[src/rtl/lsu_pkg.sv]
// Shared constants and state encoding for the load/store unit.
package lsu_pkg;

    localparam logic [2:0] F3_B  = 3'b000;
    localparam logic [2:0] F3_H  = 3'b001;
    localparam logic [2:0] F3_W  = 3'b010;
    localparam logic [2:0] F3_BU = 3'b100;
    localparam logic [2:0] F3_HU = 3'b101;

    localparam logic [1:0] ERR_OK       = 2'b00;
    localparam logic [1:0] ERR_MISALIGN = 2'b01;
    localparam logic [1:0] ERR_TIMEOUT  = 2'b10;
    localparam logic [1:0] ERR_ILLEGAL  = 2'b11;

    typedef enum logic [1:0] {
        IDLE,
        WAIT,
        RESP
    } state_t;

endpackage

[src/rtl/lsu_align.sv]
// Byte-lane steering for stores, load extraction/extension,
// and request legality/alignment checks.
module lsu_align
    import lsu_pkg::*;
(
    input  logic        is_load,
    input  logic        is_store,
    input  logic [2:0]  req_f3,
    input  logic [1:0]  req_off,
    input  logic [31:0] store_data,
    input  logic [2:0]  ld_f3,
    input  logic [1:0]  ld_off,
    input  logic [31:0] rdata,
    output logic [3:0]  wstrb,
    output logic [31:0] wdata,
    output logic [31:0] load_data,
    output logic        misaligned,
    output logic        illegal
);

    logic [31:0] sh;

    always_comb begin
        wstrb      = 4'b0000;
        wdata      = store_data;
        misaligned = 1'b0;
        illegal    = 1'b0;
        unique case (req_f3)
            F3_B: begin
                wstrb = 4'b0001 << req_off;
                wdata = {4{store_data[7:0]}};
            end
            F3_H: begin
                wstrb      = 4'b0011 << req_off;
                wdata      = {2{store_data[15:0]}};
                misaligned = req_off[0];
            end
            F3_W: begin
                wstrb      = 4'b1111;
                misaligned = |req_off;
            end
            F3_BU: illegal = is_store;
            F3_HU: begin
                illegal    = is_store;
                misaligned = req_off[0];
            end
            default: illegal = 1'b1;
        endcase
        if (is_load == is_store)
            illegal = 1'b1;
    end

    always_comb begin
        sh = rdata >> {ld_off, 3'b000};
        unique case (ld_f3)
            F3_B:    load_data = {{24{sh[7]}}, sh[7:0]};
            F3_H:    load_data = {{16{sh[15]}}, sh[15:0]};
            F3_W:    load_data = rdata;
            F3_BU:   load_data = {24'd0, sh[7:0]};
            F3_HU:   load_data = {16'd0, sh[15:0]};
            default: load_data = 32'd0;
        endcase
    end

endmodule

[src/rtl/lsu.sv]
// Load/store unit: handshaked data-memory port with timeout,
// returning aligned, extended load data to write-back.
module lsu
    import lsu_pkg::*;
#(
    parameter int MEM_TIMEOUT = 255
) (
    input  logic        clk,
    input  logic        rst,
    input  logic        req_valid,
    output logic        req_ready,
    input  logic        is_load,
    input  logic        is_store,
    input  logic [2:0]  funct3,
    input  logic [31:0] addr,
    input  logic [31:0] store_data,
    input  logic [4:0]  rd_addr,
    output logic        resp_valid,
    output logic [1:0]  resp_err,
    output logic [31:0] load_data,
    output logic [4:0]  resp_rd,
    output logic        mem_req,
    output logic        mem_we,
    output logic [29:0] mem_addr,
    output logic [3:0]  mem_wstrb,
    output logic [31:0] mem_wdata,
    input  logic        mem_ack,
    input  logic [31:0] mem_rdata
);

    state_t      state, state_n;
    logic [15:0] cnt;
    logic [2:0]  f3_q;
    logic [1:0]  off_q;
    logic        ld_q;
    logic [3:0]  a_wstrb;
    logic [31:0] a_wdata;
    logic [31:0] a_ldata;
    logic        mis;
    logic        ill;
    logic        accept;
    logic        timeout;

    lsu_align u_align (
        .is_load    (is_load),
        .is_store   (is_store),
        .req_f3     (funct3),
        .req_off    (addr[1:0]),
        .store_data (store_data),
        .ld_f3      (f3_q),
        .ld_off     (off_q),
        .rdata      (mem_rdata),
        .wstrb      (a_wstrb),
        .wdata      (a_wdata),
        .load_data  (a_ldata),
        .misaligned (mis),
        .illegal    (ill)
    );

    assign req_ready  = (state == IDLE) && !rst;
    assign resp_valid = (state == RESP);
    assign mem_req    = (state == WAIT);
    assign accept     = req_valid && req_ready;
    // Fires on the last permitted wait cycle; an ack there still wins.
    assign timeout    = (cnt == 16'(MEM_TIMEOUT - 1));

    always_comb begin
        state_n = state;
        unique case (state)
            IDLE:    if (accept) state_n = (ill || mis) ? RESP : WAIT;
            WAIT:    if (mem_ack || timeout) state_n = RESP;
            RESP:    state_n = IDLE;
            default: state_n = IDLE;
        endcase
    end

    always_ff @(posedge clk) begin
        if (rst) begin
            state     <= IDLE;
            cnt       <= 16'd0;
            f3_q      <= 3'd0;
            off_q     <= 2'd0;
            ld_q      <= 1'b0;
            resp_err  <= ERR_OK;
            load_data <= 32'd0;
            resp_rd   <= 5'd0;
            mem_we    <= 1'b0;
            mem_addr  <= 30'd0;
            mem_wstrb <= 4'd0;
            mem_wdata <= 32'd0;
        end else begin
            state <= state_n;
            unique case (state)
                IDLE: if (accept) begin
                    cnt       <= 16'd0;
                    f3_q      <= funct3;
                    off_q     <= addr[1:0];
                    ld_q      <= is_load;
                    load_data <= 32'd0;
                    resp_rd   <= (is_load && !ill) ? rd_addr : 5'd0;
                    resp_err  <= ill ? ERR_ILLEGAL
                               : mis ? ERR_MISALIGN : ERR_OK;
                    if (!ill && !mis) begin
                        mem_we    <= is_store;
                        mem_addr  <= addr[31:2];
                        mem_wstrb <= is_store ? a_wstrb : 4'd0;
                        mem_wdata <= is_store ? a_wdata : 32'd0;
                    end
                end
                WAIT: begin
                    cnt <= cnt + 16'd1;
                    if (mem_ack) begin
                        if (ld_q) load_data <= a_ldata;
                    end else if (timeout) begin
                        resp_err <= ERR_TIMEOUT;
                    end
                end
                default: ;
            endcase
        end
    end

endmodule

[config.mk]
export PLATFORM = sky130hd
export DESIGN_NAME = lsu
export DESIGN_NICKNAME = d
export VERILOG_FILES = /design/src/rtl/lsu_pkg.sv /design/src/rtl/lsu_align.sv /design/src/rtl/lsu.sv
export SDC_FILE = /design/constraint.sdc
export NUM_CORES = 1
export LEC_CHECK = 0
export ABC_AREA = 1
export CAP_MARGIN = 0
export CORE_MARGIN = 2
export CORE_UTILIZATION = 40
export CTS_BUF_LIST = sky130_fd_sc_hd__clkbuf_2
export CTS_CLUSTER_SIZE = 25
export DETAILED_ROUTE_END_ITERATION = 7
export MAX_ROUTING_LAYER = met4
export PLACE_DENSITY = 0.76
export SLEW_MARGIN = 10
export SYNTH_ARGS = -nofsm -noshare
export SYNTH_HDL_FRONTEND = slang
export SYNTH_SLANG_ARGS = --single-unit
[constraint.sdc]
create_clock -name clk -period 1.9 [get_ports clk]
set_clock_uncertainty 0.1 [all_clocks]
set_input_delay 0.19 -clock clk [delete_from_list [all_inputs] [get_ports clk]]
set_output_delay 0.19 -clock clk [all_outputs]
set_load 0.1 [all_outputs]
# After elaboration in Yosys (flattened, before gate mapping)
# Cells that the tools add are included.
totals:
  regBits: 130
  inputBits: 110
op_classes:
  add_sub_neg: 1
  eq_ne: 18
  shifts: 3
  mux: 25
  reduce_logical: 23
op_table:
  columns: ["operator", "count"]
  rows:
  - ["32-bit case mux with 5 select lines", 1]
  - ["32-bit 2-to-1 mux", 4]
  - ["32-bit case mux with 2 select lines", 2]
  - ["16-bit case mux with 2 select lines", 1]
  - ["32-bit by 5-bit right shift with 16-bit output", 1]
  - ["16-bit by 1-bit adder with 16-bit output (second input constant)", 1]
  - ["16-bit by 8-bit equality test with 1-bit output (second input constant)", 1]
  - ["16-bit 2-to-1 mux", 1]
  - ["2-bit 2-to-1 mux", 7]
  - ["3-bit equality test (second input constant)", 4]
  - ["4-bit case mux with 3 select lines", 1]
  - ["2-bit by 1-bit inequality test with 1-bit output (second input constant)", 4]
  - ["2-bit case mux with 2 select lines", 2]
  - ["4-bit AND reduction", 2]
  - ["3-bit by 1-bit equality test with 1-bit output (second input constant)", 2]
  - ["3-bit by 2-bit equality test with 1-bit output (second input constant)", 2]
  - ["3-bit logical NOT", 2]
  - ["2-bit AND reduction", 3]
  - ["2-bit OR reduction", 3]
  - ["5-bit 2-to-1 mux", 1]
  - ["1-bit logical AND", 4]
  - ["4-bit 2-to-1 mux", 1]
  - ["2-bit inequality test (second input constant)", 2]
  - ["1-bit case mux with 2 select lines", 2]
  - ["12 further kinds", 16]

# Depth between registers and ports, before layout
# Gate-level depths: netlist of the first run.
depth:
  depth_word: 8
  depth_mapped: 10

# Cells and area by module
# Synthesis of the first run repeated with hierarchy kept, for this count alone.
unflattened:
  cells_unflattened: 995
  hier_area_um2: 6512.5
modules_own_cells:
  columns: ["module", "n_inst", "cells_each", "area_each_um2", "seq_area_each_um2"]
  rows:
  - ["lsu", 1, 667, 5016.1, 2602.5]
  - ["lsu_align", 1, 328, 1496.4, 0.0]

# Worst setup path after synthesis of the first run
# No wires, ideal clock.
synth_path:
  path_kind: "input port to output port"
  from: "in rst"
  to: "out req_ready"
  arrival_time_ns: 2.573
  required_ns: 1.610
  path_slack_ns: -0.963
  cell_stages: 3
  path_buffers: 2
  cell_sequence: "buf_2 clkbuf_1 nor3_1"
synth_via:
  elab_chain_cells: 2
synth_rtl:
  columns: ["element", "line_no", "text"]
  rows:
  - ["start: declaration", "lsu.sv:9", "input logic rst,"]
  - ["1-bit logical NOT", "lsu.sv:60", "assign req_ready = (state == IDLE) && !rst;"]
  - ["1-bit logical AND", "lsu.sv:60", null]
  - ["end: declaration", "lsu.sv:11", "output logic req_ready,"]
# Every way passes these cells.

# Worst setup path after layout of the first run
layout_path:
  from: "reg state[0]"
  to: "out req_ready"
layout_via:
  elab_chain_cells: 2
layout_rtl:
  columns: ["element", "line_no", "text"]
  rows:
  - ["start: declaration", "lsu.sv:31", "state_t state, state_n;"]
  - ["start signal: assignment", "lsu.sv:92", "state <= state_n;"]
  - ["2-bit logical NOT", "lsu.sv:60", null]
  - ["1-bit logical AND", "lsu.sv:60", null]
# Every way passes these cells.

==> results.cfg, run 1 <==
[cells_and_area]
final_layout_size_suffix_gt1_share_pct = 16.3
final_cell_mix = 307 x nand2_1, 144 x buf_4, 128 x dfxtp_1, 113 x a21oi_1, 108 x clkdlybuf4s50_1
utilization_pct = 60.4
syn_to_final_growth_pct = 48.7
layout.nets = 1384
mostFrequentLayoutCell = nand2_1

[route]
vias = 7321
drtIter0Drc = 524
wl_um = 21100
post_drt_via_cell_ratio = 4.87
dr.pass1.iters = 6
post_drt_wl_per_cell_um = 14.0
antenna_left = 0
drc = 0

[placed_design]
io_buffers = 218
place_hpwl_um = 14900
gp_congestion = 0.965
place_ws_ns = -0.136

[floorplan]
dieArea_um2 = 17000
io_pins = 219
core_um2 = 15800
rows = 46
dieWidth_um = 131
die-height_um = 131
initial_core_util_pct = 40.6

[logic_synthesis]
synth_seq_cells = 130
syn-cell-area_um2 = 6400
synth-edff-count = 0
ys_types = 32
netlist_instances = 995
ys_warn_count = 0
syn_area_per_cell_um2 = 6.44
synth_nets = 1107
ys_async_sr_fraction_pct = 0
synth_ff_type = dfxtp_1
ys_seq_area_share_pct = 40.6

[clocking]
clockRootBuffer = clkbuf_2
path_clk_slew_ns = 0.18
cts_buffers = 17
htreeDepth = 4
cts_buffer_depth = 2
clock_sinks = 130
cts_tree = yes
clock_latency_ns = 0.70

[pwr]
power_density_nw_per_um2 = 640
p_clk_share_pct = 28.1
switching_share_pct = 32.8
p_total_mw = 6.09
switching_power_mw = 2.00
power_leakage_nw = 4.15
p_int_mw = 4.09
p_comb_share_pct = 25.5
seqPwrFrac_pct = 46.4
vdd_drop_max_v = 0.000333

[hold_path]
min_path_type = in -> reg

[timing]
fin_crit_sh_pct = 97.9
period_minus_slack_ns = 1.86
hold_violations = 0
finalSetupViolations = 0
finalWorstSetupSlack_ns = 0.0397
rsz0062_at_grt = yes
tightest_slew_ns = 0.650
drv_slew = 0
slew_headroom_pct = 56.7
tns_ns = 0
fmax_mhz = 538
whs_ns = 0.0621

[global_route]
grt_max_degree = 59
grt_usage_pct = 25.4
globalRouteMet1Util_pct = 30.9
grt_pass1_wl_um = 32900
use_met2_pct = 40.7
grt-ovfl-total = 0
antenna_found_initial = 1
grt-busiest-layer = met2
grtUsageMet3_pct = 5.46
grt_pass1_vias = 6865

[setup_path]
slowest_stage = dfxtp_4
crit_family = flip-flops
crit_fanout = 5
critPathKind = reg -> out
required_ns = 1.61
critical-path-max-stage-delay_ns = 0.40
crit_path_start_kind = flip-flop
critPathBufInv = 1
endpoint_kind = output port
crit_chain = nor3_4 -> buf_12
arrival_ns = 1.57

[status]
status = completed

[job]
drv_cap = 0
## worst register-to-register path: cells and delay by family (launching register included)
kind	cells	cell delay (ns)
AO/OA/AOI/OAI	2	0.14
buffers and inverters	2	0.45
flip-flops	1	0.41
AND/OR/NAND/NOR	5	0.49
## registers in the layout, indices dropped and copies added (netlist names)
name       flops
resp_rd        5
mem_addr      30
mem_wdata     32
mem_we         1
resp_err       2
state          2
ld_q           1
off_q          2
cnt           16
f3_q           3
mem_wstrb      4
load_data     32
## power by group through the flow
stage	logic [mW]	clock network, mW	registers, mW
after global placement	1.45	0	2.88
after floorplan	0.568	0	3.19
after CTS	1.54	1.77	2.82
after detailed placement	1.45	0	2.88
final	1.55	1.71	2.83
after global routing	1.67	1.87	2.84
## cell type report
type	instances	area (µm²)
multi-input cells	703	3160
well taps	216	270
fillers	1484	6250
inverters	108	405
clock buffers	18	90.1
diodes	1	2.50
repair buffers	312	2840
flip-flops and latches	130	2610
clock inverters	14	145
## cell usage after synthesis, types with 2 or more instances
cell type | instances | area, µm²
a21oi_1 | 113 | 566
buf_2 | 17 | 85.1
buf_4 | 3 | 22.5
buf_6 | 3 | 33.8
clkbuf_1 | 30 | 113
dfxtp_1 | 130 | 2600
ha_1 | 2 | 25.0
inv_1 | 99 | 372
inv_2 | 8 | 30.0
nand2_1 | 307 | 1150
nand3_1 | 68 | 340
nand4_1 | 11 | 68.8
nor2_1 | 85 | 319
nor2_2 | 4 | 25.0
nor2_4 | 3 | 33.8
nor3_1 | 6 | 30.0
o21a_1 | 2 | 15.0
o21ai_0 | 61 | 305
o21ai_1 | 30 | 150
## per-stage QoR
step	cells	area [µm²]
5_1_grt	1502	9520
3_5_place_dp	1418	8750
4_1_cts	1501	9520
2_1_floorplan	995	6410
3_3_place_gp	1418	8750
6_report	1502	9520
## timing repair
| action | in CTS | in global routing |
|---|---|---|
| endpoints found under the setup margin | 3 | 3 |
| pin swaps | 1 | 0 |
| buffers inserted | 1 | 0 |
| hold buffers | 50 | 0 |
| hold endpoints to repair | 74 | 0 |
| gates resized for setup | 6 | 1 |
## path summary, 6_finish.rpt
kind / slack [ns] / from / cells after the start / end
worst max-delay path: 0.04 / state[0] / 2 / req_ready
worst min-delay path: 0.06 / store_data[2] / 3 / mem_wdata[2]
worst max register to register: 0.19 / off_q[0] / 9 / load_data[31]
worst min register to register: 0.36 / mem_addr[25] / 2 / mem_addr[25]
## cell families after synthesis
kind of cell               count (synthesis)  share of synthesized area (%)
AOI/OAI and AO/OA                        209                           16.5
xor gates and xnor gates                   2                          0.274
adders and majority gates                  2                          0.391
buffers and inverters                    162                           10.4
DFF                                      130                           40.6
and+or+nand+nor                          490                           31.8
## metal layers
metal	wire length, µm	vias to the layer above
met5	0	-
met3	1250	46
met4	660	0
li1	-	3730
met2	10300	243
met1	8910	3302
No activity file was read; power rests on OpenSTA's default activity.
==> run 2, diff against run 1 <==
Settings changed: CTS_BUF_LIST sky130_fd_sc_hd__clkbuf_2 to unset, SLEW_MARGIN 10 to 20.
==> run 2 against run 1 <==
Effect of this change: clock-buffer cell count increased by 2; die area unchanged; register-to-register slack about the same; setup slack gained 0.14 ns; highest routed layer unchanged; sequential power barely moved.
==> results.cfg, run 2 (same netlist as run 1, synthesis figures left out) <==
[setup_path]
critical-path-max-stage-delay_ns = 0.42
endpoint_kind = output port
ff2ff_path_depth = 8
crit_chain = inv_2 -> nor2_2 -> buf_4 -> buf_12
required_ns = 1.61
arrival_ns = 1.43
crit_path_start_kind = flip-flop
critPathKind = reg -> out
slowest_stage = dfxtp_1
crit_fanout = 14

[pwr]
vdd_drop_max_v = 0.000646
p_total_mw = 7.56
power_leakage_nw = 4.08
power_density_nw_per_um2 = 809

[cells_and_area]
utilization_pct = 59.3
final_layout_size_suffix_gt1_share_pct = 16.8
mostFrequentLayoutCell = nand2_1
final_cell_mix = 307 x nand2_1, 144 x buf_4, 130 x dfxtp_1, 113 x a21oi_1, 108 x clkdlybuf4s50_1
finalNonFillerCells = 1450
reg_top3 = load_data: 32 flops, mem_wdata: 32 flops, mem_addr: 30 flops
syn_to_final_growth_pct = 46.0
diodes = 0
layout.nets = 1333

[route]
dr.pass1.iters = 5
drc = 0
wl_um = 20300
met3_length_um = 1220
post_drt_wl_per_cell_um = 14.0
antenna_left = 0
vias = 7023
drtIter0Drc = 471
route.met2.wl_um = 9780
post_drt_via_cell_ratio = 4.84
maxUsedRoutingLayer = met4
wl_met1_um = 8740

[global_route]
antenna_found_initial = 0
grt_pass1_wl_um = 31700
grt-ovfl-total = 0
grt_pass1_vias = 6525
grt_max_degree = 59
grt_usage_pct = 24.4

[timing]
rsz0062_at_grt = no
period_minus_slack_ns = 1.72
fmax_mhz = 582
finalSetupViolations = 0
slew_headroom_pct = 57.0
finalWorstSetupSlack_ns = 0.182
tightest_slew_ns = 0.646
hold_violations = 0
tns_ns = 0
drv_slew = 0
fin_crit_sh_pct = 90.4

[floorplan]
dieArea_um2 = 17000
dieWidth_um = 131
initial_core_util_pct = 40.6
die-height_um = 131
core_um2 = 15800
io_pins = 219
rows = 46

[clocking]
postCtsHoldBufs = 0
post_cts_buffers = 0
clockRootBuffer = clkbuf_16
path_clk_slew_ns = 0.05
clock_sinks = 130
clock_latency_ns = 0.42
cts_buffer_depth = 2
htreeDepth = 4
cts_resized = 0
cts_tree = yes
cts_buffers = 17

[placed_design]
gp_congestion = 0.965
dp_cells = 1418
place_hpwl_um = 14900
io_buffers = 218
place_ws_ns = -0.136

[hold_path]
hold_path_depth = 3
min_path_type = in -> reg

[status]
status = completed

[job]
drv_cap = 0
==> run 2: worst max-delay path: cells and delay by family (launching register included) <==
kind	cells	cell delay [ns]
buf+inv	3	0.47
flops	1	0.42
simple gates	1	0.11
==> run 2: final cells by class <==
class	count	area, µm²
flip-flops and latches	130	2600
clock inverters	12	138
clock buffers	20	457
multi-input cells	703	3150
well taps	216	270
inverters	108	405
fillers	1516	6420
repair buffers	261	2330
==> run 2: path summary, 6_finish.rpt <==
kind                                   start            to  slack, ns
worst max register to register        cnt[0]       cnt[12]       0.19
worst min-delay path                     rst       cnt[13]       0.23
worst min register to register  mem_addr[25]  mem_addr[25]       0.34
worst max-delay path                state[0]       mem_req       0.18
==> run 2: power breakdown <==
| group | switching, mW | internal (mW) |
|---|---|---|
| clock network | 1.17 | 2.11 |
| registers | 0.0368 | 2.79 |
| logic | 0.932 | 0.527 |
| total | 2.14 | 5.42 |
==> run 2: routing by layer <==
layer  GRT usage (%)  vias to the layer above
li1                -                     3628
met1            30.6                     3134
met3            5.46                       33
met2            38.2                      228
met4            10.1                        0
met5               -                        -
==> run 2: metrics by stage <==
stage | area (µm²) | hold slack (ns)
floorplan | 6410 | 0.233
global placement | 8750 | 0.333
detailed placement | 8750 | 0.337
CTS | 9350 | 0.226
global route | 9350 | 0.253
finish | 9350 | 0.234
==> run 3, diff against run 2 <==
Clock period 1.9 ns to 1.7 ns, I/O delays scaled along.
==> run 3 against run 2 <==
Effect of this change: via count is 3.7% higher; power is 16% higher; non-clock buffer count increased by 18; sequential cell count unchanged; sequential power is 13% higher; clock power rose by 15%; setup slack worse by 0.096 ns; first-iteration DRC count up 33%; sequential share of layout area shrank 4.1 points; die area unchanged; critical endpoint is now mem_addr[22]; wire length up 6.9%.
==> results.cfg, run 3 (same netlist as run 1, synthesis figures left out) <==
[status]
status = completed

[global_route]
grt_usage_pct = 25.9
grt_pass1_vias = 6700
grt_pass1_wl_um = 33500
antenna_found_initial = 1
grt-ovfl-total = 0
grt_max_degree = 89

[route]
dr.pass1.iters = 7
antenna_left = 0
drc = 0
met3_length_um = 1500
post_drt_via_cell_ratio = 4.96
wl_met1_um = 8820
drtIter0Drc = 626
wl_um = 21700
vias = 7285
post_drt_wl_per_cell_um = 14.7
maxUsedRoutingLayer = met4
route.met2.wl_um = 10800

[placed_design]
place_hpwl_um = 15700
io_buffers = 218
place_ws_ns = -0.346
gp_congestion = 0.980

[timing]
finalSetupViolations = 0
finalWorstSetupSlack_ns = 0.0854
period_minus_slack_ns = 1.61
tightest_slew_ns = 0.438
fin_crit_sh_pct = 95.0
hold_violations = 0
tns_ns = 0
drv_slew = 0
slew_headroom_pct = 70.8
fmax_mhz = 619
rsz0062_at_grt = yes

[job]
drv_cap = 0

[clocking]
cts_tree = yes
clock_latency_ns = 0.42
cts_buffer_depth = 2
cts_buffers = 17
path_clk_slew_ns = 0.06
clock_sinks = 130
htreeDepth = 4
clockRootBuffer = clkbuf_16

[pwr]
vdd_drop_max_v = 0.000724
power_density_nw_per_um2 = 800
p_total_mw = 8.78
power_leakage_nw = 4.52

[cells_and_area]
final_layout_size_suffix_gt1_share_pct = 18.8
syn_to_final_growth_pct = 71.3
mostFrequentLayoutCell = nand2_1
reg_top3 = load_data: 32 flops, mem_wdata: 32 flops, mem_addr: 30 flops
final_cell_mix = 306 x nand2_1, 127 x dfxtp_1, 120 x buf_12, 113 x a21oi_1, 106 x clkdlybuf4s50_1
filler_cell_count = 1239
layout.nets = 1351

[floorplan]
die-height_um = 131
initial_core_util_pct = 40.6
io_pins = 219
core_um2 = 15800
rows = 46
dieWidth_um = 131
dieArea_um2 = 17000

[setup_path]
regToRegSetupSlack_ns = 0.09
ff2ff_path_depth = 7
r2r-start = state[1]
r2r-end = mem_addr[22]
crit_path_start_kind = flip-flop
crit_fanout = 47
required_ns = 1.90
arrival_ns = 1.82
endpoint_kind = flip-flop
critPathKind = reg -> reg

[hold_path]
hold_end = f3_q[0]
hold_path_depth = 3
hold_path.startpoint = funct3[0]
min_path_type = in -> reg
-- run 3: timing repair --
action                                  in CTS  in global routing
gates cloned                                 0                  1
hold buffers                                 0                  0
buffers inserted                             0                  2
gates resized for setup                      1                 17
hold endpoints to repair                     0                  0
pin swaps                                    0                  1
endpoints found under the setup margin       1                 48
-- run 3: area by class of cell --
class	instances	area [µm²]	area share (%)
inverter	108	408	3.72
sequential	130	2610	23.8
tap	216	270	2.46
antenna	1	2.50	0.0228
timing repair buffer	279	3900	35.5
clock inverter	13	159	1.45
clock buffer	19	453	4.13
multi-input combinational	703	3170	28.9
-- run 3: layer usage --
| layer | track usage, % | vias to the layer above |
|---|---|---|
| li1 | - | 3671 |
| met1 | 32.2 | 3300 |
| met2 | 41.0 | 268 |
| met3 | 6.47 | 46 |
| met4 | 9.32 | 0 |
| met5 | - | - |
-- run 3: worst max-delay path, cell delays in order, from the launching register on --
cell and delay [ns]:
dfxtp_2 0.34, nor2_1 0.16, nand3_2 0.11, inv_2 0.14, nand3_4 0.15, buf_12 0.21
o21ai_0 0.22, a21oi_1 0.06
-- run 3: through the flow --
stage	cell area (µm²)	util (%)	hold slack [ns]	instances
after floorplan	6410	-	0.213	995
after global placement	10300	65.0	0.353	1433
after detailed placement	10300	65.0	0.360	1433
after CTS	10900	68.9	0.177	1465
after global routing	11000	69.5	0.184	1469
final	11000	69.5	0.157	1469
-- run 3: power by group --
| group | internal [mW] | leakage [nW] | switching (mW) |
|---|---|---|---|
| Combinational | 0.759 | 3.17 | 1.07 |
| Sequential | 3.11 | 1.05 | 0.0679 |
| Clock | 2.38 | 0.295 | 1.38 |
-- run 3: how the worst max path moves through the flow --
stage	startpoint	end	slack, ns	cells after the start
final	state[1]	mem_addr[22]	0.09	7
after global routing	funct3[1]	mem_wdata[9]	-0.04	9
after CTS	cnt[1]	cnt[12]	0.04	8
after detailed placement	funct3[2]	mem_wdata[25]	-0.35	9
after global placement	funct3[0]	mem_wdata[9]	-0.24	9
after floorplan	rst	req_ready	-0.27	3
